<file path="src/rtl/seq_arith_pkg.sv">
// Shared types for the word-serial arithmetic blocks (sequential adder/subtractor).
//   DefaultWidth : default operand word width in bits
//   state_e      : packet-tracking FSM state
//   sideband_t   : per-word packet framing flags {first, last}
package seq_arith_pkg;

  localparam int unsigned DefaultWidth = 8;

  typedef enum logic {
    StIdle,
    StBusy
  } state_e;

  typedef struct packed {
    logic first;
    logic last;
  } sideband_t;

endpackage

</file>
<file path="src/rtl/seq_pipe_reg.sv">
// Single valid/ready pipeline register stage.
// The stage loads whenever it is empty or its current word leaves in the same cycle.
// Ports:
//   clk, rst             : clock, synchronous active-high reset (clears valid and data)
//   in_valid/in_ready    : upstream handshake, in_data is the word offered
//   out_valid/out_ready  : downstream handshake, out_data is the held word
module seq_pipe_reg #(
  parameter int unsigned Width = 8
) (
  input  logic             clk,
  input  logic             rst,
  input  logic             in_valid,
  output logic             in_ready,
  input  logic [Width-1:0] in_data,
  output logic             out_valid,
  input  logic             out_ready,
  output logic [Width-1:0] out_data
);

  logic             valid_q, valid_d;
  logic [Width-1:0] data_q, data_d;

  always_comb begin
    in_ready = !valid_q || out_ready;
    valid_d  = valid_q;
    data_d   = data_q;
    if (in_ready) begin
      valid_d = in_valid;
      // Data only moves with a real word, so X on an idle bus never reaches the register.
      if (in_valid) begin
        data_d = in_data;
      end
    end
  end

  always_ff @(posedge clk) begin
    if (rst) begin
      valid_q <= 1'b0;
      data_q  <= '0;
    end else begin
      valid_q <= valid_d;
      data_q  <= data_d;
    end
  end

  assign out_valid = valid_q;
  assign out_data  = data_q;

endmodule

</file>
<file path="src/rtl/seq_subtractor.sv">
// Pipelined word-serial multi-precision subtractor, least-significant word first.
// Stage S1 holds operands and flags; the subtraction happens as a word moves S1 -> S2,
// with the borrow chained across words of a packet; S2 holds the result.
// Ports:
//   clk, rst                      : clock, synchronous active-high reset
//   in_valid/in_ready             : input handshake
//   in_first/in_last, in_a, in_b  : packet framing, minuend word, subtrahend word
//   out_valid/out_ready           : output handshake
//   out_diff, out_borrow          : difference word, borrow out of this word
//   out_first/out_last            : framing flags echoed from the input word
//   out_zero                      : only with SEQ_SUBTRACTOR_ZERO_FLAG_EN defined; on the last
//                                   word, 1 when every difference word of the packet was zero
module seq_subtractor
  import seq_arith_pkg::*;
#(
  parameter int unsigned W = DefaultWidth
) (
  input  logic         clk,
  input  logic         rst,
  input  logic         in_valid,
  output logic         in_ready,
  input  logic         in_first,
  input  logic         in_last,
  input  logic [W-1:0] in_a,
  input  logic [W-1:0] in_b,
  output logic         out_valid,
  input  logic         out_ready,
  output logic [W-1:0] out_diff,
  output logic         out_borrow,
  output logic         out_first,
  output logic         out_last
`ifdef SEQ_SUBTRACTOR_ZERO_FLAG_EN
  ,
  output logic         out_zero
`endif
);

  localparam int unsigned S1W = 2 * W + 2;
`ifdef SEQ_SUBTRACTOR_ZERO_FLAG_EN
  localparam int unsigned S2W = W + 4;
`else
  localparam int unsigned S2W = W + 3;
`endif

  sideband_t      in_sb, s1_sb;
  logic [S1W-1:0] s1_in, s1_data;
  logic [S2W-1:0] s2_in, s2_data;
  logic           s1_valid, s2_in_ready;
  logic           s1_fire;
  logic [W-1:0]   s1_a, s1_b;
  logic           pkt_start, b_in;
  logic [W:0]     sub;
  state_e         state_q, state_d;
  logic           borrow_q, borrow_d;

  assign in_sb = '{first: in_first, last: in_last};
  assign s1_in = {in_a, in_b, in_sb};

  seq_pipe_reg #(
    .Width(S1W)
  ) u_s1 (
    .clk      (clk),
    .rst      (rst),
    .in_valid (in_valid),
    .in_ready (in_ready),
    .in_data  (s1_in),
    .out_valid(s1_valid),
    .out_ready(s2_in_ready),
    .out_data (s1_data)
  );

  assign s1_fire = s1_valid && s2_in_ready;

  always_comb begin
    s1_sb     = sideband_t'(s1_data[1:0]);
    s1_b      = s1_data[W+1:2];
    s1_a      = s1_data[2*W+1:W+2];
    // A word arriving while idle starts a packet even without its first flag.
    pkt_start = s1_sb.first || (state_q == StIdle);
    b_in      = pkt_start ? 1'b0 : borrow_q;
    sub       = {1'b0, s1_a} - {1'b0, s1_b} - {{W{1'b0}}, b_in};
    state_d   = state_q;
    borrow_d  = borrow_q;
    if (s1_fire) begin
      state_d  = s1_sb.last ? StIdle : StBusy;
      borrow_d = sub[W];
    end
  end

  always_ff @(posedge clk) begin
    if (rst) begin
      state_q  <= StIdle;
      borrow_q <= 1'b0;
    end else begin
      state_q  <= state_d;
      borrow_q <= borrow_d;
    end
  end

`ifdef SEQ_SUBTRACTOR_ZERO_FLAG_EN
  logic zero_acc_q, zero_acc_d, zero_cur;

  always_comb begin
    zero_cur   = (pkt_start ? 1'b1 : zero_acc_q) && (sub[W-1:0] == '0);
    zero_acc_d = zero_acc_q;
    if (s1_fire) begin
      zero_acc_d = zero_cur;
    end
  end

  always_ff @(posedge clk) begin
    if (rst) begin
      zero_acc_q <= 1'b0;
    end else begin
      zero_acc_q <= zero_acc_d;
    end
  end

  assign s2_in    = {zero_cur && s1_sb.last, sub, s1_sb};
  assign out_zero = s2_data[W+3];
`else
  assign s2_in = {sub, s1_sb};
`endif

  seq_pipe_reg #(
    .Width(S2W)
  ) u_s2 (
    .clk      (clk),
    .rst      (rst),
    .in_valid (s1_valid),
    .in_ready (s2_in_ready),
    .in_data  (s2_in),
    .out_valid(out_valid),
    .out_ready(out_ready),
    .out_data (s2_data)
  );

  assign out_first  = s2_data[1];
  assign out_last   = s2_data[0];
  assign out_diff   = s2_data[W+1:2];
  assign out_borrow = s2_data[W+2];

endmodule

</file>
<file path="config.mk">
export PLATFORM = sky130hd
export DESIGN_NAME = seq_subtractor
export DESIGN_NICKNAME = d
export VERILOG_FILES = /design/src/rtl/seq_arith_pkg.sv /design/src/rtl/seq_pipe_reg.sv /design/src/rtl/seq_subtractor.sv
export SDC_FILE = /design/constraint.sdc
export NUM_CORES = 1
export LEC_CHECK = 0
export ABC_AREA = 1
export BUFFER_PORTS_ARGS = -buffer_cell sky130_fd_sc_hd__buf_2
export CORE_ASPECT_RATIO = 0.6
export CORE_MARGIN = 10
export CORE_UTILIZATION = 61
export CTS_BUF_LIST = sky130_fd_sc_hd__clkbuf_4 sky130_fd_sc_hd__clkbuf_8
export DETAILED_ROUTE_END_ITERATION = 6
export PLACE_DENSITY_LB_ADDON = 0.05
export SKIP_CTS_REPAIR_TIMING = 1
export SYNTH_ARGS = -nofsm -noshare
export SYNTH_HDL_FRONTEND = slang
export SYNTH_SLANG_ARGS = --single-unit
</file>
<file path="constraint.sdc">
create_clock -name clk -period 3 [get_ports clk]
set_clock_uncertainty 0.05 [all_clocks]
set_input_delay 0.9 -clock clk [delete_from_list [all_inputs] [get_ports clk]]
set_output_delay 0.9 -clock clk [all_outputs]
set_load 0.05 [all_outputs]
</file>
==> run metrics <==
CTS sink cnt 32; initial core utilization between 60% and 70%; net count after synthesis ~270; Static Leakage 1.060 nW; setup_tns 0 ns; RePlAce Congestion about 0.86; post-DP HPWL about 2600 microns; Pins Over Slew Limit 0; Worst Reg2Reg Path Length in Cells 12; cell count after synthesis around 230; H-tree levels 2; Clock transition at path regs about 0.070 ns; DR WL/cell ~12 microns; crit end category primary output; R2R setup slack between 0.8 and 0.9 ns; Die H just over 60 microns; Cell Rows 14; CTS Buf Count 5; worst-margin pin slew about 0.68 ns; Critical Path RT 2.05 ns; vias in the first global route roughly 1.3k; pwr dens about 600 nW/um^2; post-synth top area cell dfxtp_1; flops & latches, synth 32; min-delay worst type register to register; gr ovfl total 0; first-pass GRT wire length 6168 microns; terminus of the critical flop-to-flop path u_s2.out_data[6]; Syn-to-layout area delta 16.69%; vias around 1.5k; share of layout cells above drive strength 1 a little under a quarter; TritonCTS clock tree done; min-delay src u_s2.out_data[1]; Routed Wire Length around 3800 microns; Synth Area per Inst ~7.5 sq um; Max-Cap Viols 0; vias per cell a little under 5; crit path launch type primary input; die area roughly 5500 sq um; final cell count without fillers 301; die width slightly below 90 microns; DR pass1 iterations 4; Layout Nets 306; Max Buffers Root-to-Sink 2; FMAX ~0.42 GHz; # diodes 0; fillers 194; top post-synthesis cells by count nand2_1 (59), inv_1 (44), dfxtp_1 (32), nor2_1 (26), ha_1 (14); Seq/Total Area, Yosys 36.83%; WP data arrival roughly 1.4 ns; Hold Crit Endpoint u_s2.out_data[1]; Core ar. 2610 sq um; pin count of the biggest net entering global routing 33; Iter 0 DRT Violations 89; Post-Synthesis Cell Area ~1700 sq um; reg2reg start borrow_q; relative slew slack 54.93%; CTS Root Buffer Type clkbuf_8; Final Hold Viols 0; Post-synth EDFFs 0; initial antenna violation count 0; gr usage total 14.59%; post-route ant nets 0; asr flop ratio synth 0%; final hold slack 0.4142 ns; Distinct cells, synth 25; Synth top area share between 30 and 40%; clock insertion delay at the later pin of the skew report about 0.28 ns; Synth area leaders dfxtp_1 (37%), nand2_1 (13%), ha_1 (10%); Most used DFF post-synth dfxtp_1; most frequent cell after synthesis nand2_1; Worst Path Class, Setup primary input to primary output; Hold Path Stages 2; DRC errors left 0; outcome finished clean; Syn. warnings 0; # IOs 35; unrepaired setup endpoints after global routing false; Final Setup Violations 0; clock period minus worst slack ~2.4 ns; VDD IR-drop max 336.5 uV; placed insts slightly below 300; Final Util a little under 80%; CP max FO 3; fin crit share around four fifths; IO Port Bufs 34
## area by class of cell
class	instances	area, sq um	area share (%)
multi-input combinational	148	873.3	43.03
sequential	32	640.6	31.57
inverter	47	178.9	8.816
timing repair buffer	34	170.2	8.385
clock buffer	7	96.34	4.747
tap	32	40.04	1.973
clock inverter	1	30.03	1.480
## worst max-delay path, cell delays in order
cell     delay [ns]
buf_2          0.10
inv_2          0.05
nand3_2        0.11
buf_2          0.25
## cell families (layout without fill, tap and decap cells)
| logic type | after synthesis | count (layout) | share of synthesized area (%) |
|---|---|---|---|
| AO/OA/AOI/OAI | 31 | 31 | 13.16 |
| flip-flops | 32 | 32 | 36.83 |
| buffers and inverters | 53 | 89 | 12.95 |
| AND/OR/NAND/NOR | 98 | 98 | 23.17 |
| XOR/XNOR | 3 | 3 | 1.511 |
| adder cells (fa/ha/maj) | 16 | 16 | 12.37 |
## registers in the layout (all words and copies together), names as in the netlist
signal	cells
borrow_q	1
state_q	1
u_s2.out_valid	1
u_s2.out_data	10
u_s1.out_valid	1
u_s1.out_data	18
## cells in the final DEF, fill, tap and decap left out, drive strengths merged
cell    count
a311oi      1
xor2        2
o21ai       3
nor2       26
nand3       9
inv        47
fa          2
bufinv      1
clkbuf      7
a21oi      18
xnor2       1
dfxtp      32
nor3        1
nand2      62
ha         14
buf        34
a211oi      9
## power breakdown
part           internal, mW  switching, mW
clock network         0.293          0.159
logic                 0.100          0.194
registers             0.454         0.0147
total                 0.848          0.368
## worst max-delay path by stage
stage	start	endpoint	slack [ns]	cells after the start
2_1_floorplan	borrow_q	u_s2.out_data[6]	0.65	12
3_3_place_gp	out_ready	in_ready	0.68	4
3_5_place_dp	out_ready	in_ready	0.66	4
4_1_cts	out_ready	in_ready	0.63	4
5_1_grt	out_ready	in_ready	0.59	4
6_report	out_ready	in_ready	0.63	4
## per-layer routing
| metal | GRT usage, % | vias to the layer above | wire length, microns | share of wire [%] |
|---|---|---|---|---|
| met1 | 18.73 | 649 | 1890 | 50 |
| met5 | 0 | - | 0 | 0 |
| met2 | 22.61 | 48 | 1557 | 41 |
| met3 | 5.534 | 5 | 278 | 7.4 |
| met4 | 4.054 | 0 | 29 | 0.77 |
| li1 | - | 788 | - | - |
## metrics by stage
step | worst slack, ns | area, sq um | total power, mW
2_1_floorplan | 0.6474 | 1739 | 0.7073
3_3_place_gp | 0.6797 | 1903 | 0.7611
5_1_grt | 0.5908 | 2029 | 1.279
4_1_cts | 0.6328 | 2029 | 1.217
3_5_place_dp | 0.6639 | 1903 | 0.7680
6_report | 0.6327 | 2029 | 1.216
(Power assumes the default switching activity.)
